==> src/rtl/store_queue_pkg.sv <==
// Shared store-queue types: entry record, store-width encodings and the
// wrapping ROB-tag age comparison used by the ROB, LSU and store queue.
package store_queue_pkg;

  localparam int SQ_DATA_W = 32;
  localparam int SQ_ROB_W  = 4;
  localparam int SQ_LANES  = SQ_DATA_W / 8;

  localparam logic [2:0] F3_SB = 3'b000;
  localparam logic [2:0] F3_SH = 3'b001;

  typedef struct packed {
    logic                 valid;
    logic                 committed;
    logic [SQ_ROB_W-1:0]  rob_tag;
    logic [SQ_DATA_W-1:0] addr;
    logic [SQ_DATA_W-1:0] data;
    logic [SQ_LANES-1:0]  strb;
  } sq_entry_t;

  // a is younger than b when a sits in the half-window ahead of b
  function automatic logic is_younger(input logic [SQ_ROB_W-1:0] a,
                                      input logic [SQ_ROB_W-1:0] b);
    logic [SQ_ROB_W-1:0] diff;
    diff = a - b;
    return (diff != '0) && !diff[SQ_ROB_W-1];
  endfunction

endpackage

==> src/rtl/sq_fwd_select.sv <==
// One byte lane of store-to-load forwarding: picks the youngest hitting
// entry by walking the ring from head so later program order wins.
module sq_fwd_select #(
  parameter int SQ_DEPTH = 8,
  parameter int PTR_W    = $clog2(SQ_DEPTH)
) (
  input  logic [PTR_W-1:0]              head,
  input  logic [SQ_DEPTH-1:0]           hit,
  input  logic [SQ_DEPTH-1:0][7:0]      lane_bytes,
  output logic                          hit_any,
  output logic [7:0]                    sel_byte
);

  always_comb begin
    logic [PTR_W-1:0] slot;
    hit_any  = 1'b0;
    sel_byte = '0;
    for (int k = 0; k < SQ_DEPTH; k++) begin
      slot = head + PTR_W'(k);
      if (hit[slot]) begin
        hit_any  = 1'b1;
        sel_byte = lane_bytes[slot];
      end
    end
  end

endmodule

==> src/rtl/store_queue.sv <==
// Store queue: in-order ring of pending stores with commit marking, ordered
// drain to memory, branch-flush recovery and per-lane load forwarding.
module store_queue
  import store_queue_pkg::*;
#(
  parameter int DATA_WIDTH = SQ_DATA_W,
  parameter int ROB_WIDTH  = SQ_ROB_W,
  parameter int SQ_DEPTH   = 8
) (
  input  logic                          clk,
  input  logic                          reset,
  input  logic                          alloc_valid,
  output logic                          alloc_ready,
  input  logic [ROB_WIDTH-1:0]          alloc_rob_tag,
  input  logic [DATA_WIDTH-1:0]         alloc_addr,
  input  logic [DATA_WIDTH-1:0]         alloc_data,
  input  logic [2:0]                    alloc_funct3,
  input  logic                          commit_valid,
  input  logic [ROB_WIDTH-1:0]          commit_tag,
  input  logic                          branch_mispredict,
  input  logic [ROB_WIDTH-1:0]          branch_rob_tag,
  input  logic [DATA_WIDTH-1:0]         ld_addr,
  input  logic [ROB_WIDTH-1:0]          ld_rob_tag,
  output logic [DATA_WIDTH-1:0]         ld_fwd_data,
  output logic [DATA_WIDTH/8-1:0]       ld_fwd_mask,
  output logic                          mem_wr_valid,
  input  logic                          mem_wr_ready,
  output logic [DATA_WIDTH-1:0]         mem_wr_addr,
  output logic [DATA_WIDTH-1:0]         mem_wr_data,
  output logic [DATA_WIDTH/8-1:0]       mem_wr_strb,
  output logic [$clog2(SQ_DEPTH):0]     o_count,
  output logic                          o_full,
  output logic                          o_empty
);

  localparam int LANES = DATA_WIDTH / 8;
  localparam int PTR_W = $clog2(SQ_DEPTH);
  localparam int CNT_W = PTR_W + 1;

  sq_entry_t             mem [SQ_DEPTH];
  logic [PTR_W-1:0]      head;
  logic [PTR_W-1:0]      tail;
  logic [CNT_W-1:0]      count;

  logic                  full;
  logic                  alloc_fire;
  logic                  pop;
  logic [SQ_DEPTH-1:0]   kill;
  logic [SQ_DEPTH-1:0]   commit_hit;
  logic [CNT_W-1:0]      surv_cnt;
  logic [PTR_W-1:0]      wr_ptr;
  logic [CNT_W-1:0]      base_cnt;
  sq_entry_t             new_entry;
  logic [DATA_WIDTH-1:0] al_data;
  logic [LANES-1:0]      al_strb;
  logic [SQ_DEPTH-1:0]   fwd_base;
  logic                  unused_ld;

  assign full        = (count == CNT_W'(SQ_DEPTH));
  assign alloc_ready = !full;
  assign o_count     = count;
  assign o_full      = full;
  assign o_empty     = (count == '0);

  // Allocations younger than a same-cycle mispredict are on the wrong path
  assign alloc_fire = alloc_valid && alloc_ready &&
                      !(branch_mispredict && is_younger(alloc_rob_tag, branch_rob_tag));

  assign mem_wr_valid = mem[head].valid && mem[head].committed;
  assign mem_wr_addr  = {mem[head].addr[DATA_WIDTH-1:2], 2'b00};
  assign mem_wr_data  = mem[head].data;
  assign mem_wr_strb  = mem[head].strb;
  assign pop          = mem_wr_valid && mem_wr_ready;

  always_comb begin
    al_data = alloc_data;
    al_strb = '1;
    case (alloc_funct3)
      F3_SB: begin
        al_data = DATA_WIDTH'(alloc_data[7:0]) << {alloc_addr[1:0], 3'b000};
        al_strb = LANES'(1) << alloc_addr[1:0];
      end
      F3_SH: begin
        al_data = DATA_WIDTH'(alloc_data[15:0]) << {alloc_addr[1], 4'b0000};
        al_strb = LANES'(3) << {alloc_addr[1], 1'b0};
      end
      default: begin
        al_data = alloc_data;
        al_strb = '1;
      end
    endcase
  end

  always_comb begin
    new_entry           = '0;
    new_entry.valid     = 1'b1;
    new_entry.committed = 1'b0;
    new_entry.rob_tag   = alloc_rob_tag;
    new_entry.addr      = alloc_addr;
    new_entry.data      = al_data;
    new_entry.strb      = al_strb;
  end

  // Killed entries form a suffix in program order, so the new tail sits
  // right after the youngest survivor walking forward from head.
  always_comb begin
    logic [PTR_W-1:0] slot;
    kill     = '0;
    surv_cnt = '0;
    for (int k = 0; k < SQ_DEPTH; k++) begin
      slot = head + PTR_W'(k);
      if (CNT_W'(k) < count) begin
        if (branch_mispredict && mem[slot].valid && !mem[slot].committed &&
            is_younger(mem[slot].rob_tag, branch_rob_tag))
          kill[slot] = 1'b1;
        else
          surv_cnt = CNT_W'(k + 1);
      end
    end
  end

  always_comb begin
    for (int i = 0; i < SQ_DEPTH; i++)
      commit_hit[i] = commit_valid && mem[i].valid && !kill[i] &&
                      (mem[i].rob_tag == commit_tag);
  end

  assign wr_ptr   = branch_mispredict ? head + surv_cnt[PTR_W-1:0] : tail;
  assign base_cnt = branch_mispredict ? surv_cnt : count;

  always_ff @(posedge clk or negedge reset) begin
    if (!reset) begin
      head  <= '0;
      tail  <= '0;
      count <= '0;
      for (int i = 0; i < SQ_DEPTH; i++)
        mem[i] <= '0;
    end else begin
      for (int i = 0; i < SQ_DEPTH; i++) begin
        if (kill[i]) begin
          mem[i].valid     <= 1'b0;
          mem[i].committed <= 1'b0;
        end else if (commit_hit[i]) begin
          mem[i].committed <= 1'b1;
        end
      end
      if (pop) begin
        mem[head].valid     <= 1'b0;
        mem[head].committed <= 1'b0;
      end
      if (alloc_fire)
        mem[wr_ptr] <= new_entry;
      head  <= head + PTR_W'(pop);
      tail  <= wr_ptr + PTR_W'(alloc_fire);
      count <= base_cnt + CNT_W'(alloc_fire) - CNT_W'(pop);
    end
  end

  always_comb begin
    for (int i = 0; i < SQ_DEPTH; i++)
      fwd_base[i] = mem[i].valid && is_younger(ld_rob_tag, mem[i].rob_tag) &&
                    (mem[i].addr[DATA_WIDTH-1:2] == ld_addr[DATA_WIDTH-1:2]);
  end

  assign unused_ld = ^ld_addr[1:0];

  for (genvar l = 0; l < LANES; l++) begin : g_lane
    logic [SQ_DEPTH-1:0]      lane_hit;
    logic [SQ_DEPTH-1:0][7:0] lane_bytes;

    always_comb begin
      for (int i = 0; i < SQ_DEPTH; i++) begin
        lane_hit[i]   = fwd_base[i] && mem[i].strb[l];
        lane_bytes[i] = mem[i].data[8*l +: 8];
      end
    end

    sq_fwd_select #(
      .SQ_DEPTH (SQ_DEPTH),
      .PTR_W    (PTR_W)
    ) u_fwd_select (
      .head       (head),
      .hit        (lane_hit),
      .lane_bytes (lane_bytes),
      .hit_any    (ld_fwd_mask[l]),
      .sel_byte   (ld_fwd_data[8*l +: 8])
    );
  end

endmodule

==> config.mk <==
export PLATFORM = sky130hd
export DESIGN_NAME = store_queue
export DESIGN_NICKNAME = d
export VERILOG_FILES = /design/src/rtl/store_queue_pkg.sv /design/src/rtl/sq_fwd_select.sv /design/src/rtl/store_queue.sv
export SDC_FILE = /design/constraint.sdc
export NUM_CORES = 2
export LEC_CHECK = 0
export CAP_MARGIN = 10
export CORE_ASPECT_RATIO = 0.8
export CORE_MARGIN = 2
export CORE_UTILIZATION = 50
export CTS_CLUSTER_DIAMETER = 200
export CTS_CLUSTER_SIZE = 12
export DETAILED_ROUTE_END_ITERATION = 16
export GPL_ROUTABILITY_DRIVEN = 1
export HOLD_SLACK_MARGIN = 0.12
export PLACE_DENSITY = 0.68
export SYNTH_ARGS = -nofsm -noshare
export SYNTH_HDL_FRONTEND = slang
export SYNTH_SLANG_ARGS = --single-unit
==> constraint.sdc <==
create_clock -name clk -period 17.6 [get_ports clk]
set_input_delay 3.52 -clock clk [delete_from_list [all_inputs] [get_ports clk]]
set_output_delay 3.52 -clock clk [all_outputs]
set_load 0.005 [all_outputs]
After elaboration in Yosys (flattened, before gate mapping):

Cells that the tools add are included.
Widths: inputs -> output; s select.

* output and inout port bits: 112
* word-level logic and storage cells: 638
* input port bits: 121
* bits in registers: 602

* magnitude comparators: 35
* add/sub/neg operators: 29
* equal/unequal tests: 18
* bitwise gates (word level): 16
* reductions and logical operators: 182
* muxes and demuxes: 303
* shift-type cells: 4

Operators by type and width (count)
* $bmux 74 s3: 8
* $bwmux 592: 3
* $mux 74: 18
* $mux 592: 2
* $bmux 8 s3: 32
* $demux 74 s3: 3
* $mux 8: 80
* $eq 30x30->1: 8
* $logic_and 1x1->1: 128
* $mux 1: 97
* $bmux 1 s3: 32
* $mux 73: 1
* $reduce_bool 4->1: 17
* $sub 4x4->4: 17
* $mux 4: 16
* $pmux 32 s2: 1
* $or 8x8->8: 7
* $ge 4x4->1 const B: 9
* $not 3->4: 9
* $logic_not 1->1: 35
* $eq 4x4->1: 8
* $lt 3x4->1 const B: 8
* $shl 16x5->32: 1
* $shl 8x5->32: 1
* other kinds (21): 46

Logic depth before layout (Yosys ltp):

* depth after elaboration: 41
* gate-level depth with buffers: 38
* gate-level depth less buffers: 25

Cells and area by module:

A second synthesis with hierarchy kept.

* cells, all modules: 4242
* area, all modules: 49097.1 um^2

Modules (own cells, without submodules)
* store_queue: sequential area each 14664.1 um^2, times used 1, area an instance 34598.2 um^2, cells an instance 2718
* sq_fwd_select: sequential area each 0.0 um^2, times used 4, area an instance 3624.7 um^2, cells an instance 381

Least setup slack after synthesis:

OpenSTA, ideal clock, no wires.

* path type: input port to output port
* start: input ld_rob_tag[0]
* end: output ld_fwd_data[16]
* buffers on the path: 1
* data required time: 14.080 ns
* path slack: 6.928 ns
* data arrival time: 7.152 ns
* stages on the path: 13
* cell sequence: inv_1 > ha_1 > fa_1 > xor2_1 > and3_1 > or4_1 > nor4_2 > a32oi_1 > mux4_2 > and3_1 > buf_6 > and3_4 > a221o_1

* word-level cells in the longest chain between the ends: 16

RTL lines
* from (decl): line store_queue.sv:23 `input logic [ROB_WIDTH-1:0] ld_rob_tag,`
* $sub 4x4->4: line store_queue_pkg.sv:25 `diff = a - b;`
* $reduce_bool 4->1 or $logic_not 1->1 (tied branches): line store_queue_pkg.sv:26 `return (diff != '0) && !diff[SQ_ROB_W-1];`
* $logic_and 1x1->1: line store_queue_pkg.sv:26
* $logic_and 1x1->1 (2 in a row): line store_queue.sv:161 `fwd_base[i] = mem[i].valid && is_younger(ld_rob_tag, mem[i].rob_tag) &&`
* $logic_and 1x1->1: line store_queue.sv:173 `lane_hit[i] = fwd_base[i] && mem[i].strb[l];`
* $bmux 1 s3: line sq_fwd_select.sv:20 `if (hit[slot]) begin`
* $mux 1 (not written as such): line sq_fwd_select.sv:20
* $mux 8 (7 in a row): line sq_fwd_select.sv:20
* $mux 8 (*): line sq_fwd_select.sv:20
* to (decl): line store_queue.sv:24 `output logic [DATA_WIDTH-1:0] ld_fwd_data,`

Every way passes the cells marked *; elsewhere a longest branch is shown, timed or not. The select of a mux whose other input is x is not followed.

Worst setup path in the final report:

* start: input ld_rob_tag[1]
* end: output ld_fwd_data[26]

The elaborated chain is that of the path after synthesis.

==> reports/results.md <==
| Step | Item | Reported |
|:---|:---|:---|
| status | Outcome | finished, final reports clean |
| placement | Placer congestion estimate | 1.01 |
| worst setup path | Worst setup path class | in2out |
| logic synthesis | Synthesized area divided by synthesized cell count | 11.2 um^2 |
| logic synthesis | Most instantiated library cell after synthesis | sky130_fd_sc_hd__nand2_1 |
| logic synthesis | Yosys reg bits | 586 |
| sta | Slew at the pin closest to its max-slew limit | 1300 ps |
| worst setup path | CP Cell Sequence | clkdlybuf4s50_1 > inv_1 > fa_1 > xor2_1 > and3_1 > or4_1 > nor4_2 > a32oi_1 > mux4_2 > o311ai_0 > nor2b_1 > a221o_1 > clkdlybuf4s50_1 |
| logic synthesis | Top flip-flop cell by instance count after synthesis | sky130_fd_sc_hd__dfrtp_1 |
| logic synthesis | Fraction of synthesized cell area taken by the top area cell type | 0.317 |
| sta | Final worst-path cycle share | 0.761 |
| run | Max Cap Viol | 0 |
| min path | Hold Path Depth | 1 |
| clock network | TritonCTS buffer count | 54 |
| layout | Share of post-route cells with drive strength above 1 | 0.273 |
| sta | Worst slew margin relative to its limit | 0.128 |
| clock network | Insertion delay to the later sink of the worst-skew pair | 680 ps |
| clock network | Number of hold buffers added after CTS | 0 |
| logic synthesis | Synthesized instance count | 4148 |
| logic synthesis | Library cells used by synthesis | 94 |
| sta | Post-layout min period | 13390 ps |
| clock network | CTS tree | built |
| worst setup path | Crit path required time | 14080 ps |
| layout | Synthesis-to-finish area growth | 9.58% |
| global routing | Vias in the first global route | 36100 |
| sta | Slew Limit Fails | 0 |
| placement | Placed wire-length estimate | 113000 um |
| routing | DR iter-0 viols | 5290 |
| clock network | Clk buf depth | 3 |
| global routing | Antenna violations before repair | 8 |
| global routing | Pin count of the biggest net entering global routing | 166 |
| worst setup path | Category of cells accounting for the largest share of critical-path delay | simple AND/OR/NAND/NOR gates |
| min path | Hold Crit Start | mem[138]$_DFFE_PN0P_ |
| routing | Routed via count | 37800 |
| worst setup path | Setup slack of the worst register-to-register path | 8010 ps |
| sta | Clk_skew | 66.4 ps |
| layout | Nets | 4373 |
| die | Area of the die | 95100 um^2 |
| placement | Post-placement worst setup slack | 4270 ps |
| sta | Final setup violating endpoints | 0 |
| worst setup path | Maximum single-stage delay on the critical path | 1080 ps |
| pwr | Power per unit of standard cell area | 227 nW/um^2 |
| worst setup path | End of the worst register-to-register path | g_lane[0].lane_bytes[40]$_DFFE_PN0P_ |
| logic synthesis | Leading cell types by count after synthesis | sky130_fd_sc_hd__nand2_1, sky130_fd_sc_hd__dfrtp_1, sky130_fd_sc_hd__mux2_2, sky130_fd_sc_hd__mux4_2, sky130_fd_sc_hd__xor2_1 |
| worst setup path | Kind of start point of the critical path | input port |
| clock network | Clock root buffer | sky130_fd_sc_hd__clkbuf_16 |
| worst setup path | Maximum fanout encountered on the critical timing path | 12 |
| pwr | Static leakage power | 20.1 nW |
| logic synthesis | Netlist Area Pre-Place | 46300 um^2 |
| clock network | Clock transition at the registers of the reported paths | 60 ps |
| worst setup path | Most prevalent standard cell on the critical path | sky130_fd_sc_hd__clkdlybuf4s50_1 |
| worst setup path | Crit end category | primary output |
| die | Vertical extent of the die | 276 um |
| logic synthesis | Portion of the post-synthesis area used by sequential elements | 0.317 |
| die | Top-Level Pins | 233 |
| die | Core region area | 91500 um^2 |
| sta | RSZ-0062 raised after global routing | false |
| min path | Class of the tightest hold or removal check | reg2reg |
| logic synthesis | Number of synthesized flops with an enable pin | 0 |
| sta | Hold Vio Cnt, Final | 0 |
| global routing | GRT Total Usage | 0.340 |
| routing | Antenna Violating Nets Remaining | 0 |
| worst setup path | Logic depth of the worst register-to-register path | 27 |
| worst setup path | Number of buffers and inverters on the critical path | 3 |
| routing | Per-cell routed wire length | 30.3 um |
| global routing | Wire length of the first global-routing pass | 242000 um |
| sta | Post-layout worst setup margin | 4210 ps |
| routing | Total wire length | 163000 um |
| logic synthesis | Number of warning messages in the yosys log | 0 |
| worst setup path | Worst reg2reg path startpoint | head[2]$_DFF_PN0_ |
| routing | Vias per std cell | 7.02 |
| die | Width of the die | 344 um |
| sta | Setup TNS Final | 0 ps |
| pwr | Peak supply drop | 0.235 mV |
| worst setup path | Signal arrival time at the worst endpoint | 9870 ps |
| placement | Number of input and output port buffers inserted | 228 |
| clock network | Setup bufs post-CTS | 0 |
| routing | First-pass iteration count of the detailed router | 7 |
| die | Initial Util | 0.506 |
| clock network | Count of instances resized after the clock tree is built | 0 |
| global routing | Total global routing overflow | 0 |
| clock network | Number of levels the H-tree was split into | 2 |
| sta | Upper clock frequency limit | 74.7 MHz |
| routing | Final routed DRC violation total | 0 |
| clock network | Number of sinks driven by the clock tree | 586 |
| min path | Hold-critical path endpoint | mem[138]$_DFFE_PN0P_ |
| worst setup path | Worst path slowest cell | sky130_fd_sc_hd__nor4_2 |
| logic synthesis | FFs w/ async S/R, synth | 1.00 |
| die | Std cell rows | 99 |
| logic synthesis | Area leader, netlist | sky130_fd_sc_hd__dfrtp_1 |
| logic synthesis | Dominant cells by area after synthesis | sky130_fd_sc_hd__dfrtp_1, sky130_fd_sc_hd__mux4_2, sky130_fd_sc_hd__mux2_2, sky130_fd_sc_hd__nand2_1, sky130_fd_sc_hd__xor2_1 |
-- cells in the final DEF (no fill, tap or decap), types with 75 or more instances in the layout --
master | Yosys | routed
sky130_fd_sc_hd__nand2_1 | 628 | 626
sky130_fd_sc_hd__dfrtp_1 | 586 | 583
sky130_fd_sc_hd__mux2_2 | 565 | 565
sky130_fd_sc_hd__mux4_2 | 402 | 402
sky130_fd_sc_hd__clkdlybuf4s50_1 | 0 | 227
sky130_fd_sc_hd__xor2_1 | 181 | 179
sky130_fd_sc_hd__mux2i_1 | 140 | 140
sky130_fd_sc_hd__xnor2_1 | 132 | 130
sky130_fd_sc_hd__a21oi_1 | 111 | 111
sky130_fd_sc_hd__nand4_1 | 75 | 75
-- worst max-delay path by stage --
stage,start,to,slack [ps],cells past startpoint
2_1_floorplan,ld_rob_tag[0],ld_fwd_data[16],6930,13
3_3_place_gp,ld_rob_tag[1],ld_fwd_data[26],4320,13
3_5_place_dp,ld_rob_tag[1],ld_fwd_data[26],4270,13
4_1_cts,ld_rob_tag[1],ld_fwd_data[26],4280,13
5_1_grt,ld_rob_tag[1],ld_fwd_data[26],3980,13
6_report,ld_rob_tag[1],ld_fwd_data[26],4210,13
-- state kept, by name (all words and copies together), names as in the netlist --
name / count
g_lane.lane_bytes: 256
o_count: 4
tail: 3
head: 3
mem: 320
-- stage by stage --
step,instances,power (mW),area [um^2],hold WS [ps],utilization
after floorplan,4149,7.76,46300,513,-
after global placement,5323,10.1,49300,530,0.539
after detailed placement,5323,10.2,49300,539,0.539
after CTS,5383,11.3,50700,553,0.554
after global routing,5384,12.1,50700,568,0.554
final,5385,11.5,50700,549,0.554
-- cell families after synthesis --
family	Yosys count	share of synthesized area
DFF	586	0.317
adders and majority gates	85	0.0260
and+or+nand+nor	1148	0.118
buffers and inverters	404	0.0383
AOI/OAI and AO/OA	498	0.0756
xor gates and xnor gates	319	0.0621
muxes	1107	0.363
other	1	0.0000810
-- layout make-up --
cell class,instances,area [um^2]
fillers,7683,40800
multi-input cells,3159,30000
flip-flops and latches,586,14700
repair buffers,289,2820
well taps,1212,1520
clock buffers,57,1370
inverters,77,293
clock inverters,3,55.1
diodes,2,5.00
-- worst register-to-register path, stage by stage, from the launching register on --
cell and delay, ps:
sky130_fd_sc_hd__dfrtp_4 940, sky130_fd_sc_hd__inv_4 230, sky130_fd_sc_hd__ha_4 510, sky130_fd_sc_hd__clkinv_2 840
sky130_fd_sc_hd__buf_4 640, sky130_fd_sc_hd__nand2_1 120, sky130_fd_sc_hd__and2_1 180, sky130_fd_sc_hd__inv_1 60
sky130_fd_sc_hd__ha_1 260, sky130_fd_sc_hd__a21o_1 170, sky130_fd_sc_hd__a21oi_1 210, sky130_fd_sc_hd__xnor2_1 180
sky130_fd_sc_hd__xnor2_1 170, sky130_fd_sc_hd__o21a_1 170, sky130_fd_sc_hd__o21ba_2 140, sky130_fd_sc_hd__o22ai_1 50
sky130_fd_sc_hd__a21boi_0 360, sky130_fd_sc_hd__ha_1 210, sky130_fd_sc_hd__inv_1 50, sky130_fd_sc_hd__fa_1 400
sky130_fd_sc_hd__xnor2_1 250, sky130_fd_sc_hd__nor2_1 80, sky130_fd_sc_hd__nand2_1 70, sky130_fd_sc_hd__a21oi_1 40
sky130_fd_sc_hd__nand3b_1 800, sky130_fd_sc_hd__nand2_4 950, sky130_fd_sc_hd__buf_4 850, sky130_fd_sc_hd__mux2_2 530
-- power breakdown --
group | internal, mW | total (mW) | switching [mW] | leakage [nW]
clock | 0.548 | 1.09 | 0.543 | 0.698
combinational | 3.64 | 7.53 | 3.89 | 12.3
sequential | 2.01 | 2.89 | 0.879 | 7.14
total | 6.20 | 11.5 | 5.31 | 20.1
-- routing by layer --
metal	track usage	vias up	wire, um
met5	0	-	51
met4	0.125	8	6480
met3	0.0985	412	20800
met2	0.483	2490	69800
met1	0.491	19200	65700
li1	-	15700	-
Power figures use the tool's default switching activity.
